`src/rtl/valid_burst_if.sv`:
```
// Datavalid burst handshake bundle between a controller and the generator.
// master: generator side (takes requests, drives datavalid/status); slave: controller side.
interface valid_burst_if #(
    parameter int LEN_W = 8,
    parameter int GAP_W = 8,
    parameter int CNT_W = 4
);
    logic             start;
    logic             abort;
    logic [LEN_W-1:0] burst_len;
    logic [GAP_W-1:0] gap_len;
    logic [CNT_W-1:0] burst_cnt;
    logic             datavalid;
    logic             busy;
    logic             done;
    logic [CNT_W-1:0] burst_idx;

    modport master (
        input  start, abort, burst_len, gap_len, burst_cnt,
        output datavalid, busy, done, burst_idx
    );

    modport slave (
        output start, abort, burst_len, gap_len, burst_cnt,
        input  datavalid, busy, done, burst_idx
    );
endinterface

```
`src/rtl/valid_burst_gen.sv`:
```
// Programmable datavalid burst source: N bursts of L clocks high, max(G,1) low between.
// Ports: clk, rst (async active-low), bus (valid_burst_if.master: start/abort/params in, datavalid/busy/done/burst_idx out).
module valid_burst_gen #(
    parameter int LEN_W = 8,
    parameter int GAP_W = 8,
    parameter int CNT_W = 4
) (
    input  logic          clk,
    input  logic          rst,
    valid_burst_if.master bus
);
    typedef enum logic [1:0] {IDLE, HIGH, GAP, FIN} state_t;

    state_t           state;
    logic [LEN_W-1:0] len_q;
    logic [LEN_W-1:0] hcnt;
    logic [GAP_W-1:0] gap_q;
    logic [GAP_W-1:0] gcnt;
    logic [CNT_W-1:0] cnt_q;
    logic [CNT_W-1:0] idx;
    logic             dv;
    logic             busy;
    logic             done;
    logic [CNT_W-1:0] idx_nxt;
    logic             last;

    assign idx_nxt = idx + 1'b1;
    // idx never exceeds cnt_q-1, so the increment cannot wrap
    assign last    = (idx_nxt == cnt_q);

    assign bus.datavalid = dv;
    assign bus.busy      = busy;
    assign bus.done      = done;
    assign bus.burst_idx = idx;

    always_ff @(posedge clk or negedge rst) begin
        if (!rst) begin
            state <= IDLE;
            len_q <= '0;
            hcnt  <= '0;
            gap_q <= '0;
            gcnt  <= '0;
            cnt_q <= '0;
            idx   <= '0;
            dv    <= 1'b0;
            busy  <= 1'b0;
            done  <= 1'b0;
        end else begin
            done <= 1'b0;
            if (state != IDLE && bus.abort) begin
                state <= IDLE;
                dv    <= 1'b0;
                busy  <= 1'b0;
            end else begin
                unique case (state)
                    IDLE: begin
                        if (bus.start && !bus.abort) begin
                            len_q <= bus.burst_len;
                            // zero gap stretched to one clock
                            gap_q <= (bus.gap_len == '0) ?
                                     GAP_W'(1) : bus.gap_len;
                            cnt_q <= bus.burst_cnt;
                            idx   <= '0;
                            busy  <= 1'b1;
                            if (bus.burst_len == '0 ||
                                bus.burst_cnt == '0) begin
                                state <= FIN;
                                done  <= 1'b1;
                            end else begin
                                state <= HIGH;
                                dv    <= 1'b1;
                                hcnt  <= LEN_W'(1);
                            end
                        end
                    end
                    HIGH: begin
                        if (hcnt == len_q) begin
                            dv <= 1'b0;
                            if (last) begin
                                state <= FIN;
                                done  <= 1'b1;
                            end else begin
                                state <= GAP;
                                gcnt  <= GAP_W'(1);
                            end
                        end else begin
                            hcnt <= hcnt + 1'b1;
                        end
                    end
                    GAP: begin
                        if (gcnt == gap_q) begin
                            state <= HIGH;
                            dv    <= 1'b1;
                            hcnt  <= LEN_W'(1);
                            idx   <= idx_nxt;
                        end else begin
                            gcnt <= gcnt + 1'b1;
                        end
                    end
                    FIN: begin
                        state <= IDLE;
                        busy  <= 1'b0;
                    end
                    default: state <= IDLE;
                endcase
            end
        end
    end
endmodule

```
`src/flat_wrapper.sv`:
```
// flat-port wrapper written by rule: the top's interface ports become plain ports
module valid_burst_gen_flat 
#(
    parameter int LEN_W = 8,
    parameter int GAP_W = 8,
    parameter int CNT_W = 4
)
  (clk, rst, bus_start, bus_abort, bus_burst_len, bus_gap_len, bus_burst_cnt, bus_datavalid, bus_busy, bus_done, bus_burst_idx);
  valid_burst_if #(.LEN_W(LEN_W), .GAP_W(GAP_W), .CNT_W(CNT_W)) bus_i ();
  input  logic clk;
  input  logic rst;
  input wire logic [$bits(bus_i.start)-1:0] bus_start;
  input wire logic [$bits(bus_i.abort)-1:0] bus_abort;
  input wire logic [$bits(bus_i.burst_len)-1:0] bus_burst_len;
  input wire logic [$bits(bus_i.gap_len)-1:0] bus_gap_len;
  input wire logic [$bits(bus_i.burst_cnt)-1:0] bus_burst_cnt;
  output wire logic [$bits(bus_i.datavalid)-1:0] bus_datavalid;
  output wire logic [$bits(bus_i.busy)-1:0] bus_busy;
  output wire logic [$bits(bus_i.done)-1:0] bus_done;
  output wire logic [$bits(bus_i.burst_idx)-1:0] bus_burst_idx;
  assign bus_i.start = bus_start;
  assign bus_i.abort = bus_abort;
  assign bus_i.burst_len = bus_burst_len;
  assign bus_i.gap_len = bus_gap_len;
  assign bus_i.burst_cnt = bus_burst_cnt;
  assign bus_datavalid = bus_i.datavalid;
  assign bus_busy = bus_i.busy;
  assign bus_done = bus_i.done;
  assign bus_burst_idx = bus_i.burst_idx;
  valid_burst_gen #(.LEN_W(LEN_W), .GAP_W(GAP_W), .CNT_W(CNT_W)) u_core (.clk(clk), .rst(rst), .bus(bus_i));
endmodule
```
`config.mk`:
```
export PLATFORM = sky130hd
export DESIGN_NAME = valid_burst_gen_flat
export DESIGN_NICKNAME = d
export VERILOG_FILES = /design/src/rtl/valid_burst_if.sv /design/src/rtl/valid_burst_gen.sv /design/src/flat_wrapper.sv
export SDC_FILE = /design/constraint.sdc
export NUM_CORES = 1
export LEC_CHECK = 0
export BUFFER_PORTS_ARGS = -buffer_cell sky130_fd_sc_hd__buf_2
export CAP_MARGIN = 10
export CORE_MARGIN = 3
export CORE_UTILIZATION = 45
export CTS_BUF_LIST = sky130_fd_sc_hd__clkbuf_8
export CTS_CLUSTER_SIZE = 10
export DETAILED_ROUTE_END_ITERATION = 16
export PLACE_DENSITY = 0.65
export SYNTH_ARGS = -nofsm -noshare
export SYNTH_HDL_FRONTEND = slang
export SYNTH_SLANG_ARGS = --single-unit
```
`constraint.sdc`:
```
create_clock -name clk -period 3.55 [get_ports clk]
set_input_delay 0.71 -clock clk [delete_from_list [all_inputs] [get_ports clk]]
set_output_delay 0.71 -clock clk [all_outputs]
set_load 0.01 [all_outputs]
```
==> results.txt, run 1 <==
cell-internal power = 1.278 mW
critical path class = reg -> reg
Reg area = 0.001126 sq mm
wire per inst = 15.23 um
# setup viols final = 0
NumNets Final = 311
hold_buf cts = 0
# resized after CTS = 0
Post-synth EDFFs = 0
IO buf count = 30
hold crit path type = reg -> reg
Worst Skew = 0.004454 ns
initial antenna violation count = 0
Period minus WS final = 2.631 ns
# DRC = 0
CP max stage cell = or4b_1
Final Cell Area = 0.002849 sq mm
synth unique cells = 41
Seq/Total Area, Yosys = 45.07%
P_leak = 1.281 nW
Critical Path Start Type = register
I/O pins = 31
largest cells by area after synthesis = dfrtp_1 45%, mux2_2 9.0%, ha_1 4.5%, xor2_1 4.2%, nand2_1 4.1%
final hold viol count = 0
max-slew violation count = 0
Least-Margin Pin Slew = 1.003 ns
initial drt markers = 76
Post-DP HPWL = 3.768 mm
Die H = 80.52 um
overall routing resource usage = 17.87%
Detailed Routing Iterations Pass 1 = 4
Clock Pin Slew Worst Setup and Hold Paths = 0.09 ns
CP max stage delay = 0.63 ns
unrepaired setup endpoints after global routing = false
Die W = 80.52 um
Post-Syn Nets = 278
Clock Power Share = 19.8%
Slew HR = 33.15%
clk buf depth = 2
area occupied by multi-input gates = 0.001316 sq mm
FMAX = 0.3801 GHz
Synth Cell Area = 0.002499 sq mm
Remaining Overflow, GRT = 0
combinational power share = 39.9%
Sw Ratio = 37.63%
Synth top area share = 45.07%
clk sink count = 45
largest net degree at the start of global routing = 46
Diodes inserted = 0
Root Buffer = clkbuf_8
share of cells above drive strength 1 = 24.01%
Synth Instances = 245
Core Area = 0.005238 sq mm
peak supply drop = 311.3 uV
number of routed nets with antenna violations = 0
P per Cell Area = 719.3 mW/mm^2
Worst Path Arrival = 2.87 ns
critical path's top delay family = simple AND/OR/NAND/NOR gates
WP buf/inv = 1
crit end category = register
WP data required = 3.79 ns
final wirelength = 5.316 mm
crit path max fanout = 15
worst-path cell chain = inv_1 > ha_1 > nor2_1 > a311oi_1 > nand3_1 > or4b_1 > nand3_1
cts bufs inserted = 5
Area Overhead vs Synth = 14.02%
RePlAce Congestion = 0.8647
Post-Route Setup TNS = 0 ns
area leader, netlist = dfrtp_1
CTS tree = yes
layout filler cell count = 475
Synth warnings = 0
Core Rows = 26
worst-skew pair later-pin latency = 0.30 ns
Reg power frac = 40.3%
synthesis-stage register bit count = 45
Switch Pwr = 0.7712 mW
most used cell, CP = nand3_1
outcome = finished clean
most frequent cells in the layout = 45 x dfrtp_1, 30 x buf_2, 27 x nand2_1
final worst path period share = 74.10%
die area = 0.006483 sq mm
vias in the first global route = 1845
most common cell after layout, fill and taps aside = dfrtp_1
via count = 1922
Post-synth top flop = dfrtp_1
asr flop ratio synth = 100.0%
starting density of the core = 47.71%
Syn Area/Cell = 10.20 sq um
htree depth = 2
dpl cell area = 0.002733 sq mm
Via-to-Cell Ratio = 5.507
Setup Buffers After CTS = 0
max_cap viols = 0
first-pass GRT wire length = 8.976 mm
## cell families after synthesis
family | count (synthesis) | synth area share, %
simple gates | 88 | 18.48
compound gates | 45 | 12.52
flops | 45 | 45.07
mux | 22 | 9.815
xor+xnor | 21 | 7.361
buf+inv | 15 | 2.254
fa+ha+maj | 9 | 4.507
## cell type report
class                           instances  share of cell area, %
Sequential cell                        45                  39.53
Tap cell                               70                  3.074
Clock buffer                            6                  2.899
Multi-Input combinational cell        185                  46.20
Clock inverter                          2                  1.186
Timing Repair Buffer                   33                  6.061
Inverter                                8                  1.054
## metrics by stage
step           hold WS [ns]  instances  util, %  total power [mW]  worst slack, ns
2_1_floorplan        0.4144        245        -             1.432            1.364
3_3_place_gp         0.4862        341    52.17             1.624            1.004
3_5_place_dp         0.4864        341    52.17             1.645           0.9580
4_1_cts              0.5092        349    54.40             2.052           0.9366
5_1_grt              0.5470        349    54.40             2.206           0.6946
6_report             0.5044        349    54.40             2.049           0.9193
## layer usage
layer	vias up	routed length [um]	GRT usage [%]
met5	-	0	0
met4	0	66	5.574
met3	6	180	3.475
met2	30	2476	27.40
met1	934	2592	25.35
li1	952	-	-
## final timing paths
check / start / endpoint / slack [ns] / cells after the start
worst min-delay path: u_core.bus.datavalid / u_core.bus.datavalid / 0.50 / 1
worst max-delay path: u_core.state[0] / u_core.gcnt[4] / 0.92 / 7
worst min register to register: u_core.bus.datavalid / u_core.bus.datavalid / 0.50 / 1
min in group asynchronous: rst / u_core.len_q[6] / 0.58 / 1
max in group asynchronous: rst / u_core.bus.burst_idx[1] / 2.36 / 1
worst max register to register: u_core.state[0] / u_core.gcnt[4] / 0.92 / 7
## power groups by stage
stage | clock network [mW] | registers [mW] | logic (mW)
2_1_floorplan | 0 | 0.810 | 0.621
3_3_place_gp | 0 | 0.831 | 0.793
3_5_place_dp | 0 | 0.838 | 0.808
4_1_cts | 0.411 | 0.827 | 0.815
5_1_grt | 0.438 | 0.852 | 0.916
6_report | 0.407 | 0.826 | 0.817
## state kept, by name, indices dropped and copies added (netlist names), 2 cells and up
name                  flops
u_core.bus.burst_idx      4
u_core.cnt_q              4
u_core.gap_q              8
u_core.gcnt               8
u_core.hcnt               8
u_core.len_q              8
u_core.state              2
## cell usage after synthesis, drive strengths merged, types with 5 or more instances
cell	instances
nand2	27
a22o	6
mux2	20
inv	8
o21ai	13
a21oi	8
clkbuf	7
xor2	12
nand3b	5
nor4	9
nor2	12
a211oi	5
nand3	13
dfrtp	45
xnor2	9
nor3	5
ha	9
## worst reg2reg max path: stages, from the launching register on
cell	delay [ns]
dfrtp_1	0.46
inv_1	0.14
ha_1	0.31
nor2_1	0.17
a311oi_1	0.31
nand3_1	0.45
or4b_1	0.63
nand3_1	0.09
Note: power is estimated with default switching activity, not from simulation.
==> run 2: changes to the inputs <==
- ABC_AREA: not set -> 1
- PLACE_DENSITY: 0.65 -> 0.67
- clock period: 3.55 -> 2.2 ns (I/O delays scaled with it)
==> run 2 against run 1 <==
Effect of this change:
- count of clock-buffer cells in the layout fell by 1
- via count rose by 18%
- sequential cell count did not move
- first-iteration DRC count increased by 95%
- power up 74%
- synthesized cell count grew 41%
- setup slack got worse by 0.63 ns
- clock power up 55%
- highest routed layer unchanged
- cell count up 30%
- global-route usage increased by 0.18 points
- non-clock buffer count up 2
==> results.txt, run 2 <==
# DRC = 0 (unchanged)
P per Cell Area = 1151 mW/mm^2 (+60%)
Synth Cell Area = 0.002728 sq mm (+9.2%)
starting density of the core = 48.06% (+0.35 points)
final hold viol count = 0 (unchanged)
overall routing resource usage = 18.05% (+0.18 points)
peak supply drop = 612.3 uV (+97%)
Area Overhead vs Synth = 13.44%
Setup Buffers After CTS = 0 (unchanged)
largest net degree at the start of global routing = 33 (-28%)
Reg area = 0.001126 sq mm (unchanged)
number of routed nets with antenna violations = 0 (unchanged)
Diodes inserted = 0 (unchanged)
clk sink count = 45 (unchanged)
# resized after CTS = 0 (unchanged)
NumNets Final = 415 (+33%)
Worst Skew = 0.008088 ns (+0.003634 ns)
asr flop ratio synth = 100.0% (unchanged)
worst-skew pair later-pin latency = 0.29 ns (about the same)
Synth warnings = 0 (unchanged)
final worst path period share = 86.91% (+13 points)
max_cap viols = 0 (unchanged)
via count = 2274 (+18%)
Synth Instances = 346 (+41%)
share of cells above drive strength 1 = 18.80% (-5.2 points)
Least-Margin Pin Slew = 0.7107 ns (-0.2920 ns)
Post-Syn Nets = 379 (+36%)
final hold slack = 0.1843 ns (-0.3201 ns)
CTS tree = yes
Post-Synth Adder-Cell Area = 4.128% (-0.38 points)
clk buf depth = 2 (unchanged)
area occupied by multi-input gates = 0.001421 sq mm (+8.0%)
Compound-Gate Fraction of Synth Area = 7.798% (-4.7 points)
Critical Path Start Type = register
Core Rows = 27 (+3.8%)
Synth top area share = 41.28% (-3.8 points)
WP buf/inv = 0 (-1)
max-slew violation count = 0 (unchanged)
crit end category = register
IO buf count = 30 (unchanged)
CP max stage delay = 0.46 ns (-0.17 ns)
outcome = finished clean
critical path class = reg -> reg
unrepaired setup endpoints after global routing = false
Seq/Total Area, Yosys = 41.28% (-3.8 points)
Die W = 83.86 um (+4.1%)
mux contribution to synthesized area = 3.303% (-6.5 points)
hold_buf cts = 0 (unchanged)
initial drt markers = 148 (+95%)
crit path max fanout = 10 (-5)
Via-to-Cell Ratio = 4.998 (-9.2%)
final wirelength = 5.848 mm (+10%)
htree depth = 2 (unchanged)
most used cell, CP = nand2_1
area leader, netlist = dfrtp_1
xor and xnor fraction of the mapped netlist area = 7.064% (-0.30 points)
Root Buffer = clkbuf_8
FMAX = 0.5230 GHz (+38%)
Clock Pin Slew Worst Setup and Hold Paths = 0.09 ns (about the same)
synthesis-stage register bit count = 45 (unchanged)
Detailed Routing Iterations Pass 1 = 4 (unchanged)
critical path's top delay family = simple AND/OR/NAND/NOR gates
Post-DP HPWL = 4.473 mm (+19%)
Remaining Overflow, GRT = 0 (unchanged)
I/O pins = 31 (unchanged)
WP data required = 2.43 ns (-1.36 ns)
Core Area = 0.005675 sq mm (+8.4%)
top-count cell post-synth = nand2_1
most frequent cells in the layout = 97 x nand2_1, 45 x dfrtp_1, 38 x inv_1
# setup viols final = 0 (unchanged)
largest family of logic cells by synthesized area = simple AND/OR/NAND/NOR gates
Worst Path Arrival = 2.14 ns (-0.73 ns)
RePlAce Congestion = 0.8859 (+2.5%)
synth unique cells = 33 (-20%)
first-pass GRT wire length = 10.37 mm (+16%)
CP max stage cell = dfrtp_1
initial antenna violation count = 0 (unchanged)
largest cells by area after synthesis = dfrtp_1 41%, nand2_1 13%, inv_1 5.2%, xnor2_1 5.1%, o21ai_0 4.6%
Die H = 83.86 um (+4.1%)
Slew HR = 52.62% (+19 points)
Post-synth top flop = dfrtp_1
layout filler cell count = 529 (+11%)
Syn Area/Cell = 7.883 sq um (-23%)
wire per inst = 12.85 um (-16%)
Post-Route Setup TNS = 0 ns (unchanged)
die area = 0.007032 sq mm (+8.5%)
synth cell count leaders = 97 x nand2_1, 45 x dfrtp_1, 38 x inv_1, 28 x nor2_1, 25 x o21ai_0
hold crit path type = in -> async
Post-synth EDFFs = 0 (unchanged)
P_leak = 1.512 nW (+18%)
worst-path cell chain = ha_1 > xnor2_1 > nand3_1 > nor2_1 > nand3_4 > o21bai_1 > nand2_1 > nand2_1
simple-gate portion of the synthesized area = 29.54% (+11 points)
vias in the first global route = 2241 (+21%)
Period minus WS final = 1.912 ns (-0.7186 ns)
cts bufs inserted = 5 (unchanged)
most common cell after layout, fill and taps aside = nand2_1
## run 2: cell type report
cell class,count,area share (%)
tap,72,2.911
sequential,45,36.39
clock buffer,5,2.224
timing repair buffer,35,6.066
clock inverter,3,1.496
multi-input combinational,254,45.94
inverter,41,4.974
## run 2: kinds of logic after synthesis
logic type                 Yosys count
muxes                                8
AOI/OAI and AO/OA                   39
adders and majority gates            9
buffers and inverters               47
DFF                                 45
xor gates and xnor gates            22
and+or+nand+nor                    176
## run 2: worst paths after layout
path | endpoint | slack (ns) | startpoint | cells past startpoint
setup / recovery | u_core.state[0] | 0.29 | u_core.bus.burst_idx[0] | 8
hold / removal | u_core.cnt_q[1] | 0.18 | rst | 1
setup reg to reg | u_core.state[0] | 0.29 | u_core.bus.burst_idx[0] | 8
hold reg to reg | u_core.bus.datavalid | 0.49 | u_core.bus.datavalid | 2
max in group asynchronous | u_core.gcnt[1] | 1.36 | rst | 2
min in group clk | u_core.len_q[6] | 0.39 | bus_burst_len[6] | 2
## run 2: per-stage QoR
stage          cells  utilization (%)  setup WS, ns  cell area [sq um]  total power, mW
3_5_place_dp     447            52.36        0.2504               2972            2.934
6_report         455            54.52        0.2879               3094            3.561
5_1_grt          455            54.52       0.01025               3094            3.915
4_1_cts          455            54.39        0.2121               3087            3.582
2_1_floorplan    346                -        0.4967               2728            2.543
3_3_place_gp     447            52.36        0.2587               2972            2.888
## run 2: power by group
| part | switching [mW] | total, mW | internal [mW] | leakage, nW |
|---|---|---|---|---|
| Sequential | 0.230 | 1.33 | 1.10 | 0.575 |
| Clock | 0.291 | 0.631 | 0.340 | 0.0543 |
| Combinational | 0.977 | 1.60 | 0.627 | 0.883 |
| Total | 1.50 | 3.56 | 2.06 | 1.51 |
## run 2: routing by layer
layer / part of all wire (%) / global-route usage, % / up-vias
met2: 44 / 28.20 / 50
li1: - / - / 1178
met4: 1.1 / 4.825 / 0
met3: 4.1 / 3.653 / 7
met1: 51 / 25.48 / 1039
met5: 0 / 0 / -
==> run 3: changes to the inputs <==
- CORE_UTILIZATION: 45 -> 63
- PLACE_DENSITY: 0.67 -> 0.86
- clock period: 2.2 -> 2.4 ns (I/O delays scaled with it)
==> run 3 against run 2 <==
Effect of this change:
- clock skew is 0.0023 ns lower
- die area shrank 27%
- cell count down 5.5%
- clock power shrank 27%
- count of clock-buffer cells in the layout unchanged
- sequential cell count is the same
- critical path depth is 1 lower
- largest cell class unchanged
- largest power group unchanged
==> results.txt, run 3 (synthesis results as in run 2) <==
clk buf depth = 2 (unchanged)
Setup Buffers After CTS = 0 (unchanged)
area occupied by multi-input gates = 0.001414 sq mm (-0.53%)
Period minus WS final = 2.127 ns (+0.2149 ns)
share of cells above drive strength 1 = 17.63% (-1.2 points)
fin cells = 430 (-5.5%)
unrepaired setup endpoints after global routing = false
worst-skew pair later-pin latency = 0.30 ns (about the same)
vias in the first global route = 2310 (+3.1%)
WP data required = 2.59 ns (+0.16 ns)
final hold slack = 0.2446 ns (+0.06035 ns)
Post-DP HPWL = 4.166 mm (-6.9%)
Critical Path Start Type = register
initial drt markers = 131 (-11%)
critical path class = reg -> reg
Die H = 71.80 um (-14%)
# setup viols final = 0 (unchanged)
starting density of the core = 66.75% (+19 points)
Diodes inserted = 0 (unchanged)
Reg area = 0.001126 sq mm (unchanged)
most common cell after layout, fill and taps aside = nand2_1
NumNets Final = 412 (-0.72%)
CTS tree = yes
final worst path period share = 88.62% (+1.7 points)
R2R Path Start = u_core.state[1]
via count = 2272 (-0.088%)
Area Overhead vs Synth = 10.18%
P per Cell Area = 1028 mW/mm^2 (-11%)
number of routed nets with antenna violations = 0 (unchanged)
largest net degree at the start of global routing = 46 (+39%)
final wirelength = 5.474 mm (-6.4%)
Detailed Routing Iterations Pass 1 = 4 (unchanged)
overall routing resource usage = 23.86% (+5.8 points)
final hold viol count = 0 (unchanged)
htree depth = 2 (unchanged)
clk sink count = 45 (unchanged)
IO buf count = 30 (unchanged)
crit end category = register
Core Rows = 23 (-15%)
cts bufs inserted = 5 (unchanged)
P_leak = 1.490 nW (-1.5%)
Setup crit start = u_core.state[1]
Post-Route Setup TNS = 0 ns (unchanged)
Reg2Reg Depth = 7 (-1)
I/O pins = 31 (unchanged)
RePlAce Congestion = 0.9009 (+1.7%)
hold_buf cts = 0 (unchanged)
first-pass GRT wire length = 9.694 mm (-6.5%)
crit path max fanout = 9 (-1)
wire per inst = 12.73 um (-0.95%)
max-slew violation count = 0 (unchanged)
Worst Path Arrival = 2.32 ns (+0.18 ns)
Slew HR = 63.48% (+11 points)
# resized after CTS = 0 (unchanged)
Die W = 71.80 um (-14%)
Clock Pin Slew Worst Setup and Hold Paths = 0.08 ns (about the same)
Worst Skew = 0.005821 ns (-0.002267 ns)
Least-Margin Pin Slew = 0.5478 ns (-0.1629 ns)
FMAX = 0.4702 GHz (-10%)
# DRC = 0 (unchanged)
outcome = finished clean
most frequent cells in the layout = 97 x nand2_1, 45 x dfrtp_1, 40 x inv_1
peak supply drop = 616.8 uV (+0.72%)
initial antenna violation count = 0 (unchanged)
Via-to-Cell Ratio = 5.284 (+5.7%)
hold crit path type = in -> async
Util after Layout = 73.55% (+19 points)
Core Area = 0.004086 sq mm (-28%)
layout filler cell count = 312 (-41%)
Cells after DPL = 422 (-5.6%)
max_cap viols = 0 (unchanged)
die area = 0.005155 sq mm (-27%)
Root Buffer = clkbuf_8
Remaining Overflow, GRT = 0 (unchanged)
-- run 3: changes by cell type in the layout (fill, tap and decap cells not counted) --
cell / delta
inv_1: +2
nand3_2: +1
buf_4: -3
nand3_4: -1
bufinv_16: -1
clkinv_4: -1
-- run 3: metal layers --
metal  up-vias  GRT usage, %  part of all wire, %
met2        47         41.33                   48
met3        10         4.208                  4.6
met5         -             0                    0
met1      1041         30.39                   46
met4         0         7.307                  1.5
li1       1174             -                    -
-- run 3: layout make-up --
class / instances / share of cell area [%]
timing repair buffer: 32 / 5.495
tap: 50 / 2.082
clock buffer: 5 / 2.290
multi-input combinational: 254 / 47.04
sequential: 45 / 37.47
inverter: 41 / 5.121
clock inverter: 3 / 0.4996
-- run 3: metrics by stage --
step | setup slack [ns] | cell area, sq um | total power, mW
after floorplan | 0.6967 | 2728 | 2.331
after global placement | 0.4441 | 2922 | 2.594
after detailed placement | 0.3141 | 2922 | 2.649
after CTS | 0.2994 | 3005 | 3.106
after global routing | 0.1128 | 3005 | 3.375
final | 0.2731 | 3005 | 3.088
-- run 3: power by group --
group / switching [mW] / internal (mW) / leakage [nW]
clock network: 0.260 / 0.198 / 0.0467
logic: 0.857 / 0.553 / 0.868
registers: 0.216 / 1.00 / 0.575
total: 1.33 / 1.75 / 1.49
-- run 3: path summary, 6_finish.rpt --
kind	to	slack [ns]
worst max-delay path	u_core.gcnt[4]	0.27
worst min-delay path	u_core.cnt_q[1]	0.24
worst max register to register	u_core.gcnt[4]	0.27
worst min register to register	u_core.bus.datavalid	0.48
max in group asynchronous	u_core.gap_q[1]	1.78
min in group clk	u_core.len_q[1]	0.42
-- run 3: worst max-delay path: stages (launching register included) --
cell      delay (ns)
dfrtp_1         0.43
inv_1           0.13
ha_1            0.36
clkinv_1        0.33
o21ai_2         0.44
nand3_4         0.17
nand2_1         0.11
nand2_1         0.05
